$ cat src/rtl/controlpath_seq_if.sv
// Instruction-fetch channel between the instruction source/decoder and the sequencer.
// The source drives the instruction word together with the decoder's same-cycle verdict and write mask.
interface controlpath_seq_if #(
    parameter int INSTR_W = 32,
    parameter int N_WR    = 2
);
    logic               instr_valid;
    logic               instr_ready;
    logic [INSTR_W-1:0] instruction;
    logic               decode_invalid;
    logic [N_WR-1:0]    decode_wmask;

    modport master (
        output instr_valid,
        output instruction,
        output decode_invalid,
        output decode_wmask,
        input  instr_ready
    );

    modport slave (
        input  instr_valid,
        input  instruction,
        input  decode_invalid,
        input  decode_wmask,
        output instr_ready
    );
endinterface

$ cat src/rtl/controlpath_seq.sv
// Multi-cycle fetch/exec/writeback sequencer with single-step, halt/resume,
// invalid-instruction stop and a saturating retired-instruction counter.
//
// state   | meaning
// IDLE    | waiting for start (or halt_req)
// FETCH   | instr_ready high, waiting for an instruction handshake
// EXEC    | alu_en high for ALU_LAT cycles
// WB      | single cycle: alu_write pulse, pc and retired advance at its end
// STOPPED | halted or invalid instruction seen; resume returns to IDLE
module controlpath_seq #(
    parameter int INSTR_W = 32,
    parameter int PC_W    = 16,
    parameter int PC_STEP = 1,
    parameter int ALU_LAT = 2,
    parameter int N_WR    = 2,
    parameter int RET_W   = 16
) (
    input  logic               clk,
    input  logic               rst_n,
    controlpath_seq_if.slave   fetch,
    input  logic               start,
    input  logic               step_mode,
    input  logic               halt_req,
    input  logic               resume,
    output logic [INSTR_W-1:0] ir,
    output logic               alu_en,
    output logic [N_WR-1:0]    alu_write,
    output logic [PC_W-1:0]    pc,
    output logic               pc_inc,
    output logic [3:0]         state,
    output logic               stopped,
    output logic               err_invalid,
    output logic [RET_W-1:0]   retired
);
    typedef enum logic [3:0] {
        S_IDLE    = 4'b0000,
        S_FETCH   = 4'b0001,
        S_EXEC    = 4'b0010,
        S_WB      = 4'b0100,
        S_STOPPED = 4'b1000
    } state_t;

    localparam int                LAT_W    = (ALU_LAT > 1) ? $clog2(ALU_LAT) : 1;
    localparam logic [LAT_W-1:0]  LAT_INIT = LAT_W'(ALU_LAT - 1);
    localparam logic [PC_W-1:0]   PC_ADD   = PC_W'(PC_STEP);
    localparam logic [RET_W-1:0]  RET_MAX  = '1;

    state_t            st;
    logic              halt_pend;
    logic [LAT_W-1:0]  lat_cnt;
    logic [N_WR-1:0]   wmask;
    logic              handshake;
    logic              halt_now;

    assign handshake = fetch.instr_valid & fetch.instr_ready;
    assign halt_now  = halt_pend | halt_req;
    assign state     = st;

    always_ff @(posedge clk or negedge rst_n) begin
        if (!rst_n) begin
            st                <= S_IDLE;
            halt_pend         <= 1'b0;
            lat_cnt           <= '0;
            wmask             <= '0;
            ir                <= '0;
            pc                <= '0;
            retired           <= '0;
            fetch.instr_ready <= 1'b0;
            alu_en            <= 1'b0;
            alu_write         <= '0;
            pc_inc            <= 1'b0;
            stopped           <= 1'b0;
            err_invalid       <= 1'b0;
        end else begin
            alu_write <= '0;
            pc_inc    <= 1'b0;
            case (st)
                S_IDLE: begin
                    if (halt_req) begin
                        st      <= S_STOPPED;
                        stopped <= 1'b1;
                    end else if (start) begin
                        st                <= S_FETCH;
                        fetch.instr_ready <= 1'b1;
                    end
                end
                S_FETCH: begin
                    if (handshake) begin
                        fetch.instr_ready <= 1'b0;
                        halt_pend         <= halt_now;
                        if (fetch.decode_invalid) begin
                            st          <= S_STOPPED;
                            stopped     <= 1'b1;
                            err_invalid <= 1'b1;
                        end else begin
                            ir      <= fetch.instruction;
                            wmask   <= fetch.decode_wmask;
                            lat_cnt <= LAT_INIT;
                            alu_en  <= 1'b1;
                            st      <= S_EXEC;
                        end
                    end else if (halt_now) begin
                        // no instruction in flight, so the halt takes effect right here
                        fetch.instr_ready <= 1'b0;
                        halt_pend         <= 1'b1;
                        stopped           <= 1'b1;
                        st                <= S_STOPPED;
                    end
                end
                S_EXEC: begin
                    halt_pend <= halt_now;
                    if (lat_cnt == '0) begin
                        alu_en    <= 1'b0;
                        alu_write <= wmask;
                        pc_inc    <= 1'b1;
                        st        <= S_WB;
                    end else begin
                        lat_cnt <= lat_cnt - LAT_W'(1);
                    end
                end
                S_WB: begin
                    pc <= pc + PC_ADD;
                    if (retired != RET_MAX) retired <= retired + RET_W'(1);
                    if (halt_now) begin
                        halt_pend <= 1'b1;
                        stopped   <= 1'b1;
                        st        <= S_STOPPED;
                    end else if (step_mode) begin
                        st <= S_IDLE;
                    end else begin
                        fetch.instr_ready <= 1'b1;
                        st                <= S_FETCH;
                    end
                end
                S_STOPPED: begin
                    if (resume) begin
                        stopped     <= 1'b0;
                        err_invalid <= 1'b0;
                        halt_pend   <= 1'b0;
                        st          <= S_IDLE;
                    end
                end
                default: begin
                    st                <= S_IDLE;
                    fetch.instr_ready <= 1'b0;
                    alu_en            <= 1'b0;
                    stopped           <= 1'b0;
                end
            endcase
        end
    end
endmodule

$ cat src/flat_wrapper.sv
// flat-port wrapper written by rule: the top's interface ports become plain ports
module controlpath_seq_flat 
#(
    parameter int INSTR_W = 32,
    parameter int PC_W    = 16,
    parameter int PC_STEP = 1,
    parameter int ALU_LAT = 2,
    parameter int N_WR    = 2,
    parameter int RET_W   = 16
)
  (clk, rst_n, start, step_mode, halt_req, resume, ir, alu_en, alu_write, pc, pc_inc, state, stopped, err_invalid, retired, fetch_instr_valid, fetch_instruction, fetch_decode_invalid, fetch_decode_wmask, fetch_instr_ready);
  controlpath_seq_if #(.INSTR_W(INSTR_W), .N_WR(N_WR)) fetch_i ();
  input  logic clk;
  input  logic rst_n;
  input  logic start;
  input  logic step_mode;
  input  logic halt_req;
  input  logic resume;
  output logic [INSTR_W-1:0] ir;
  output logic alu_en;
  output logic [N_WR-1:0] alu_write;
  output logic [PC_W-1:0] pc;
  output logic pc_inc;
  output logic [3:0] state;
  output logic stopped;
  output logic err_invalid;
  output logic [RET_W-1:0] retired;
  input wire logic [$bits(fetch_i.instr_valid)-1:0] fetch_instr_valid;
  input wire logic [$bits(fetch_i.instruction)-1:0] fetch_instruction;
  input wire logic [$bits(fetch_i.decode_invalid)-1:0] fetch_decode_invalid;
  input wire logic [$bits(fetch_i.decode_wmask)-1:0] fetch_decode_wmask;
  output wire logic [$bits(fetch_i.instr_ready)-1:0] fetch_instr_ready;
  assign fetch_i.instr_valid = fetch_instr_valid;
  assign fetch_i.instruction = fetch_instruction;
  assign fetch_i.decode_invalid = fetch_decode_invalid;
  assign fetch_i.decode_wmask = fetch_decode_wmask;
  assign fetch_instr_ready = fetch_i.instr_ready;
  controlpath_seq #(.INSTR_W(INSTR_W), .PC_W(PC_W), .PC_STEP(PC_STEP), .ALU_LAT(ALU_LAT), .N_WR(N_WR), .RET_W(RET_W)) u_core (.clk(clk), .rst_n(rst_n), .fetch(fetch_i), .start(start), .step_mode(step_mode), .halt_req(halt_req), .resume(resume), .ir(ir), .alu_en(alu_en), .alu_write(alu_write), .pc(pc), .pc_inc(pc_inc), .state(state), .stopped(stopped), .err_invalid(err_invalid), .retired(retired));
endmodule
$ cat config.mk
export PLATFORM = sky130hd
export DESIGN_NAME = controlpath_seq_flat
export DESIGN_NICKNAME = d
export VERILOG_FILES = /design/src/rtl/controlpath_seq_if.sv /design/src/rtl/controlpath_seq.sv /design/src/flat_wrapper.sv
export SDC_FILE = /design/constraint.sdc
export NUM_CORES = 1
export LEC_CHECK = 0
export BUFFER_PORTS_ARGS = -buffer_cell sky130_fd_sc_hd__buf_2
export CORE_MARGIN = 2
export CORE_UTILIZATION = 50
export DETAILED_ROUTE_END_ITERATION = 10
export PLACE_DENSITY = 0.89
export SLEW_MARGIN = 20
export SYNTH_ARGS = -nofsm -noshare
export SYNTH_HDL_FRONTEND = slang
export SYNTH_SLANG_ARGS = --single-unit
$ cat constraint.sdc
create_clock -name clk -period 2.6 [get_ports clk]
set_input_delay 0.13 -clock clk [delete_from_list [all_inputs] [get_ports clk]]
set_output_delay 0.13 -clock clk [all_outputs]
set_load 0.05 [all_outputs]
# --- Word level (Yosys, flattened, before mapping) ---
# Index checks and enable logic that the tools add are counted.
word_totals:
  word_cells: 93
  inputBits: 42
  regBits: 79
classes:
  addsub: 3
  n_eq_ne: 18
  mux: 38
  bitwise: 6
  reduce_logical: 15
op_table:
  columns: ["cell", "n"]
  rows:
  - ["$add A16 B1 Y16 const B", 2]
  - ["$mux W4", 8]
  - ["$mux W1", 21]
  - ["$pmux W4 S5", 1]
  - ["$ne A2 B2 Y1 const B", 9]
  - ["$ne A16 B16 Y1 const B", 1]
  - ["$reduce_and A4 Y1", 4]
  - ["$pmux W1 S4", 2]
  - ["$ne A3 B3 Y1 const B", 2]
  - ["$reduce_and A3 Y1", 2]
  - ["$reduce_and A6 Y1", 1]
  - ["$pmux W1 S5", 1]
  - ["$eq A4 B1 Y1 const B", 1]
  - ["$eq A4 B2 Y1 const B", 1]
  - ["$eq A4 B3 Y1 const B", 1]
  - ["$eq A4 B4 Y1 const B", 1]
  - ["$logic_not A4 Y1", 1]
  - ["$mux W2", 2]
  - ["$not A1 Y1", 4]
  - ["$pmux W1 S2", 2]
  - ["$reduce_and A2 Y1", 2]
  - ["$reduce_bool A2 Y1", 2]
  - ["$reduce_bool A4 Y1", 1]
  - ["$ne A3 B1 Y1 const B", 1]
  - ["other kinds (7)", 7]

# --- Depth between registers and ports, before layout ---
# Gate-level depths: netlist (run 1).
depth:
  ltp_word: 4
  mapped_depth: 6
  ltp_nobuf: 5

# --- Least setup slack after synthesis (run 1) ---
# Ideal clock, no wire load.
synth_path:
  kind: "reg2reg"
  startpoint: "register u_core.st[1] (netlist: u_core.state[1])"
  endpoint: "register u_core.ir[13]"
  path_slack_ns: 0.321
  setup_time_ns: 0.125
  stages_incl_launch_ff: 5
  t_arrival_ns: 2.154
  n_path_buf: 1
  path_cell_list: "dfrtp_1 -> or4b_4 -> nor3_4 -> buf_6 -> mux2_2"
synth_between:
  elab_chain_len: 2
synth_rtl:
  columns: ["element", "line_no", "text"]
  rows:
  - ["start, declared", "controlpath_seq.sv:48", "state_t st;"]
  - ["start signal, assigned", "controlpath_seq.sv:61", "st <= S_IDLE;"]
  - ["start signal, assigned", "controlpath_seq.sv:80", "st <= S_STOPPED;"]
  - ["start signal, assigned", "controlpath_seq.sv:83", "st <= S_FETCH;"]
  - ["$eq A4 B1 Y1", "controlpath_seq.sv:77", "case (st)"]
  - ["$reduce_and A3 Y1 (no line)", null, null]
  - ["end signal, assigned", "controlpath_seq.sv:96", "ir <= fetch.instruction;"]
  - ["end, declared", "controlpath_seq.sv:25", "output logic [INSTR_W-1:0] ir,"]
# No other way between the ends.
# A chain may end at the register's enable or synchronous reset.

# --- Final worst setup path (run 1) ---
layout_path:
  startpoint: "register u_core.st[3] (netlist: u_core.state[3])"
  endpoint: "register u_core.ir[9]"
# The elaborated chain is that of the path after synthesis.

==> qor_table.md, run 1 <==
| Group | Parameter | Reported |
| --- | --- | --- |
| critical path | Maximum fanout along the worst path | 27 |
| sta | Setup TNS | 0 ns |
| sta | Post-route clock period utilization | 85.88% |
| detailed routing | Number of DRC markers after the initial detailed-route iteration | 159 |
| min path | Hold Path Class | input port to flop |
| layout | Share of layout cells above drive strength 1 | 44.09% |
| logic synthesis | Number of synthesized flops with an enable pin | 0 |
| status | Run status | finished, final reports clean |
| grt | Overflow left after global routing | 0 |
| layout | Top library cells by usage in the layout, fill and taps aside | sky130_fd_sc_hd__buf_2 (115), sky130_fd_sc_hd__dfrtp_1 (79), sky130_fd_sc_hd__mux2_2 (36), sky130_fd_sc_hd__xor2_1 (22), sky130_fd_sc_hd__nand2_1 (20) |
| clocking | Number of post-CTS setup repair buffers | 0 |
| clocking | Cell chosen for the clock root | sky130_fd_sc_hd__clkbuf_8 |
| critical path | Maximum single-stage delay on the critical path | 0.61 ns |
| logic synthesis | Synthesized cell area | 3437 µm² |
| layout | Synthesis-to-finish area growth | 27.52% |
| detailed routing | Count of antenna-violating nets left after detailed routing | 0 |
| floorplan | Core area | 6719 µm² |
| power and ir drop | Leakage power | 2.406 nW |
| detailed routing | Residual DRC | 0 |
| flow run | Count of maximum capacitance violations | 0 |
| logic synthesis | YS warnings | 0 |
| logic synthesis | Most used flip-flop cell after synthesis | sky130_fd_sc_hd__dfrtp_1 |
| sta | RSZ-0062 raised after global routing | no |
| sta | Maximum clock rate | 447.9 MHz |
| clocking | CTS sink count | 79 |
| detailed routing | Total vias in the final route | 2556 |
| placed design | Global placement routability congestion | 0.8723 |
| sta | Final Worst Setup Slack | 0.3672 ns |
| grt | Total track usage | 18.56% |
| detailed routing | Pre-Repair DR Iteration Count | 4 |
| floorplan | Starting utilization of the core area | 51.15% |
| grt | Maximum number of pins on one net before global-route repair | 80 |
| sta | Setup Skew | 0.01104 ns |
| clocking | Clock buffer count from CTS | 9 |
| layout | Post-layout nets | 446 |
| placed design | Post-Place Setup Slack | 0.3910 ns |
| critical path | Worst endpoint required time | 2.82 ns |
| floorplan | Overall die height | 86.91 µm |
| layout | Number of diodes added for antenna fixing | 0 |
| clocking | Count of H-tree levels built during CTS | 3 |
| sta | Final number of hold-violating endpoints | 0 |
| sta | Final critical path time including I/O delays and setup | 2.233 ns |
| layout | Final instance area | 4383 µm² |
| critical path | Critical path type | flop to flop |
| logic synthesis | Syn nets | 320 |
| layout | Most frequent standard cell in the layout excluding fill and tap cells | sky130_fd_sc_hd__buf_2 |
| clocking | Clock Pin Slew Worst Setup and Hold Paths | 0.07 ns |
| logic synthesis | Mean post-synth cell area | 12.45 µm² |
| critical path | CP cell instances | or4b_4 > nor3_4 > buf_4 > mux2_2 |
| power and ir drop | Overall Power | 4.343 mW |
| placed design | Dpl cell area | 4091 µm² |
| sta | Slew at the pin with the worst max-slew slack | 0.6246 ns |
| grt | Number of antenna violations at the first check in global routing | 0 |
| clocking | Maximum buffer depth of the clock tree | 2 |
| detailed routing | Routed WL | 6884 µm |
| logic synthesis | Sequential area share after synthesis | 57.52% |
| logic synthesis | Post-Syn Instances | 276 |
| layout | Sequential standard cell area | 1977 µm² |
| layout | Utilization of the core after routing | 65.23% |
| power and ir drop | Total power per unit cell area | 990.9 nW/µm² |
| critical path | Worst path slowest cell | sky130_fd_sc_hd__or4b_4 |
| floorplan | I/O pin total | 117 |
| clocking | Clk Latency, worst-skew pair | 0.33 ns |
| logic synthesis | Flip-flop and latch count after synthesis | 79 |
| floorplan | Site Rows | 30 |
| sta | Setup violations, final | 0 |
| grt | Global-route wire length before repair | 11140 µm |
| detailed routing | Per-cell via count in the routed design | 5.259 |
| placed design | Placed wire-length estimate | 4969 µm |
| floorplan | Die outline area | 7553 µm² |
| power and ir drop | Worst vdd ir | 752.2 µV |
| critical path | Arrival time of data at the critical path endpoint | 2.45 ns |
| detailed routing | WL per Instance | 14.16 µm |
| critical path | Endpoint type of the worst setup path | flop |
| grt | Via count of the first global-routing pass | 2439 |
| sta | Max-slew violation count | 0 |
| sta | Worst slew margin relative to its limit | 58.04% |
| logic synthesis | Asr flop ratio synth | 100.0% |
| critical path | Launching element type of the critical path | flop |
| floorplan | Horizontal extent of the die | 86.91 µm |
| logic synthesis | Distinct cell type count after synthesis | 42 |
| clocking | CTS tree | built |
| layout | Total of fill cells in the finished design | 514 |
| layout | Area of the multi-input gates | 1379 µm² |
| placed design | Count of input and output buffers | 116 |
-- cells by family after synthesis --
kind of cell               share of synthesized area [%]
AOI/OAI and AO/OA                                  3.932
xor gates and xnor gates                           7.900
and+or+nand+nor                                    15.11
adders and majority gates                         0.7280
muxes                                              12.45
DFF                                                57.52
buffers and inverters                              2.366
-- critical path, delay by kind of cell, from the launching register on --
kind	cells	cell delay, ns
buffers and inverters	1	0.35
DFF	1	0.55
muxes	1	0.38
and+or+nand+nor	2	0.83
-- final timing paths --
path                       cells after the start            startpoint                 end  slack [ns]
min                                            2  fetch_instruction[2]        u_core.ir[2]        0.02
max                                            4       u_core.state[3]        u_core.ir[9]        0.37
max in group asynchronous                      3                 rst_n  u_core.err_invalid        1.80
min reg2reg                                    1         u_core.pc[15]       u_core.pc[15]        0.46
min in group asynchronous                      2                 rst_n       u_core.pc[13]        0.23
max reg2reg                                    4       u_core.state[3]        u_core.ir[9]        0.37
-- what timing repair did --
item,CTS,global route
hold endpoints to repair,80,1
endpoints found under the setup margin,0,0
hold buffers,2,1
gates resized for setup,0,0
-- synthesized netlist by cell type, types with 4 or more instances --
master | number | area [µm²]
sky130_fd_sc_hd__dfrtp_1 | 79 | 1977
sky130_fd_sc_hd__xor2_1 | 22 | 192.7
sky130_fd_sc_hd__nor3_1 | 12 | 60.06
sky130_fd_sc_hd__o21ai_0 | 4 | 20.02
sky130_fd_sc_hd__mux2_2 | 36 | 405.4
sky130_fd_sc_hd__inv_1 | 6 | 22.52
sky130_fd_sc_hd__nor2_1 | 11 | 41.29
sky130_fd_sc_hd__nand2_1 | 20 | 75.07
sky130_fd_sc_hd__and3_1 | 4 | 25.02
sky130_fd_sc_hd__clkbuf_1 | 4 | 15.01
sky130_fd_sc_hd__nand4_1 | 7 | 43.79
sky130_fd_sc_hd__a21oi_1 | 5 | 25.02
sky130_fd_sc_hd__xnor2_1 | 9 | 78.83
sky130_fd_sc_hd__nand3_1 | 11 | 55.05
sky130_fd_sc_hd__nor4_1 | 6 | 37.54
-- stage by stage --
step           instances  hold WS, ns
2_1_floorplan        276      -0.1656
3_3_place_gp         467       0.3341
3_5_place_dp         467       0.3529
4_1_cts              484    0.0005424
5_1_grt              486     0.005387
6_report             486      0.02361
-- registers in the layout, indices dropped and copies added, names as in the netlist --
signal                    flops
u_core.state                  4
u_core.halt_pend              1
u_core.alu_en                 1
u_core.stopped                1
u_core.retired               16
u_core.err_invalid            1
u_core.alu_write              2
u_core.wmask                  2
u_core.ir                    32
u_core.fetch.instr_ready      1
u_core.pc                    16
u_core.pc_inc                 1
u_core.lat_cnt                1
-- routing by layer --
metal / global-route usage (%) / share of wire [%] / up-vias
met4: 6.108 / 0.80 / 0
met2: 30.40 / 50 / 91
met1: 23.83 / 43 / 1225
li1: - / - / 1230
met5: 0 / 0 / -
met3: 5.213 / 5.9 / 10
-- area by class of cell --
cell class	count	area share (%)
Tap cell	80	2.284
Clock inverter	6	2.512
Inverter	6	0.5138
Sequential cell	79	45.10
Timing Repair Buffer	124	15.30
Multi-Input combinational cell	182	31.46
Clock buffer	9	2.826
-- report_power, final --
| group | total [mW] | switching, mW | internal, mW |
|---|---|---|---|
| Combinational | 1.62 | 1.15 | 0.466 |
| Sequential | 1.68 | 0.194 | 1.49 |
| Clock | 1.05 | 0.415 | 0.630 |
(Power assumes the default switching activity.)
==> run 2, diff against run 1 <==
--- a/config.mk
+++ b/config.mk
@@ -7,9 +7,9 @@
 export LEC_CHECK = 0
 export BUFFER_PORTS_ARGS = -buffer_cell sky130_fd_sc_hd__buf_2
 export CORE_MARGIN = 2
-export CORE_UTILIZATION = 50
+export CORE_UTILIZATION = 45
 export DETAILED_ROUTE_END_ITERATION = 10
-export PLACE_DENSITY = 0.89
+export PLACE_DENSITY = 0.82
 export SLEW_MARGIN = 20
 export SYNTH_ARGS = -nofsm -noshare
 export SYNTH_HDL_FRONTEND = slang
==> qor_table.md, run 2 (synthesized netlist as in run 1, its figures left out) <==
| Group | Parameter | Reported |
| --- | --- | --- |
| detailed routing | Number of DRC markers after the initial detailed-route iteration | 173 |
| clocking | Clock buffer count from CTS | 9 |
| layout | Area of the multi-input gates | 1379 µm² |
| layout | Most frequent standard cell in the layout excluding fill and tap cells | sky130_fd_sc_hd__buf_2 |
| clocking | Count of H-tree levels built during CTS | 3 |
| grt | Number of antenna violations at the first check in global routing | 0 |
| sta | Slew at the pin with the worst max-slew slack | 0.9596 ns |
| placed design | Count of input and output buffers | 116 |
| sta | Final critical path time including I/O delays and setup | 2.092 ns |
| sta | Setup TNS | 0 ns |
| floorplan | Starting utilization of the core area | 46.89% |
| layout | Post-layout nets | 455 |
| sta | Smallest hold slack | 0.01621 ns |
| power and ir drop | Clock network fraction of design power | 24.1% |
| critical path | Maximum fanout along the worst path | 27 |
| clocking | Clk Latency, worst-skew pair | 0.34 ns |
| layout | Top library cells by usage in the layout, fill and taps aside | sky130_fd_sc_hd__buf_2 (115), sky130_fd_sc_hd__dfrtp_1 (79), sky130_fd_sc_hd__mux2_2 (36), sky130_fd_sc_hd__xor2_1 (22), sky130_fd_sc_hd__nand2_1 (20) |
| placed design | Global placement routability congestion | 0.8919 |
| layout | Synthesis-to-finish area growth | 30.54% |
| clocking | # resized after CTS | 0 |
| clocking | Clock Pin Slew Worst Setup and Hold Paths | 0.08 ns |
| power and ir drop | Worst vdd ir | 649.1 µV |
| detailed routing | Pre-Repair DR Iteration Count | 4 |
| floorplan | Site Rows | 31 |
| grt | Overflow left after global routing | 0 |
| layout | Number of diodes added for antenna fixing | 0 |
| sta | Final number of hold-violating endpoints | 0 |
| detailed routing | WL per Instance | 13.90 µm |
| floorplan | Horizontal extent of the die | 91.40 µm |
| critical path | Launching element type of the critical path | flop |
| detailed routing | Routed WL | 7145 µm |
| grt | Global-route wire length before repair | 11850 µm |
| detailed routing | Per-cell via count in the routed design | 5.080 |
| power and ir drop | Share of total power in combinational logic | 37.3% |
| sta | Post-route clock period utilization | 80.45% |
| detailed routing | Residual DRC | 0 |
| layout | Register with the most flip-flops | u_core.ir |
| status | Run status | finished, final reports clean |
| sta | Worst slew margin relative to its limit | 36.03% |
| critical path | Arrival time of data at the critical path endpoint | 2.31 ns |
| critical path | Critical path type | flop to flop |
| clocking | Maximum buffer depth of the clock tree | 2 |
| detailed routing | Total vias in the final route | 2611 |
| floorplan | Overall die height | 91.40 µm |
| critical path | Worst path slowest cell | sky130_fd_sc_hd__or4b_4 |
| power and ir drop | Flop pwr share | 38.5% |
| critical path | Maximum single-stage delay on the critical path | 0.61 ns |
| min path | Hold Path Class | input port to flop |
| power and ir drop | Leakage power | 2.439 nW |
| layout | Share of layout cells above drive strength 1 | 43.37% |
| layout | Sequential standard cell area | 1977 µm² |
| grt | Via count of the first global-routing pass | 2517 |
| layout | Total of fill cells in the finished design | 601 |
| grt | Maximum number of pins on one net before global-route repair | 80 |
| layout | Top Registers | u_core.ir x32, u_core.pc x16, u_core.retired x16 |
| clocking | CTS tree | built |
| floorplan | I/O pin total | 117 |
| power and ir drop | Total power per unit cell area | 975.6 nW/µm² |
| placed design | Placed wire-length estimate | 5085 µm |
| sta | Maximum clock rate | 478.1 MHz |
| power and ir drop | Internal power contribution | 2.600 mW |
| clocking | Number of post-CTS setup repair buffers | 0 |
| clocking | CTS sink count | 79 |
| floorplan | Die outline area | 8353 µm² |
| clocking | Number of hold buffers added after cts | 8 |
| sta | Setup Skew | 0.01227 ns |
| power and ir drop | Net switching fraction of the power | 40.61% |
| sta | Setup violations, final | 0 |
| critical path | Kind of cell with the highest combined delay on the critical path | simple AND/OR/NAND/NOR gates |
| critical path | Number of buffer and inverter stages on the critical path | 1 |
| critical path | Worst endpoint required time | 2.82 ns |
| critical path | Endpoint type of the worst setup path | flop |
| sta | RSZ-0062 raised after global routing | no |
| clocking | Cell chosen for the clock root | sky130_fd_sc_hd__clkbuf_8 |
| power and ir drop | Net Sw Power | 1.778 mW |
| grt | Total track usage | 17.88% |
| critical path | CP cell instances | or4b_4 > nor3_4 > buf_12 > mux2_2 |
| flow run | Count of maximum capacitance violations | 0 |
| floorplan | Core area | 7331 µm² |
| sta | Max-slew violation count | 0 |
| detailed routing | Count of antenna-violating nets left after detailed routing | 0 |
| layout | Max reg flops | 32 |
-- run 2: power by group through the flow --
stage	clock network [mW]	registers (mW)	logic [mW]
6_report	1.06	1.69	1.63
4_1_cts	1.08	1.69	1.64
3_3_place_gp	0	1.69	1.60
3_5_place_dp	0	1.71	1.63
2_1_floorplan	0	2.49	0.436
5_1_grt	1.15	1.73	1.73
-- run 2: routing by layer --
metal | wire length (µm) | part of all wire (%) | GRT usage (%) | up-vias
met3 | 435 | 6.1 | 4.066 | 11
met5 | 0 | 0 | 0 | -
met4 | 137 | 1.9 | 8.712 | 0
li1 | - | - | - | 1249
met2 | 3460 | 48 | 28.68 | 101
met1 | 3110 | 44 | 22.83 | 1250
-- run 2: area by class of cell --
cell class | instances | share of cell area [%]
clock inverter | 6 | 2.454
tap | 99 | 2.761
timing repair buffer | 133 | 16.73
clock buffer | 9 | 2.761
sequential | 79 | 44.06
inverter | 6 | 0.5020
multi-input combinational | 182 | 30.73
-- run 2: worst paths after layout --
| kind | start | end | slack, ns | cells after the start |
|---|---|---|---|---|
| max | u_core.state[3] | u_core.ir[11] | 0.51 | 4 |
| min | fetch_instruction[16] | u_core.ir[16] | 0.02 | 2 |
| max reg2reg | u_core.state[3] | u_core.ir[11] | 0.51 | 4 |
| min reg2reg | u_core.pc[15] | u_core.pc[15] | 0.47 | 1 |
| max in group asynchronous | rst_n | u_core.ir[0] | 1.50 | 2 |
| min in group asynchronous | rst_n | u_core.retired[14] | 0.47 | 2 |
-- run 2: through the flow --
| stage | setup WS, ns | util [%] | cell area, µm² | instances | power (mW) |
|---|---|---|---|---|---|
| after global routing | 0.4120 | 61.21 | 4487 | 514 | 4.610 |
| after global placement | 0.5922 | 56.51 | 4143 | 488 | 3.290 |
| after CTS | 0.5000 | 60.80 | 4457 | 511 | 4.416 |
| after floorplan | 0.3208 | - | 3437 | 276 | 2.921 |
| final | 0.5083 | 61.21 | 4487 | 514 | 4.377 |
| after detailed placement | 0.5015 | 56.51 | 4143 | 488 | 3.339 |
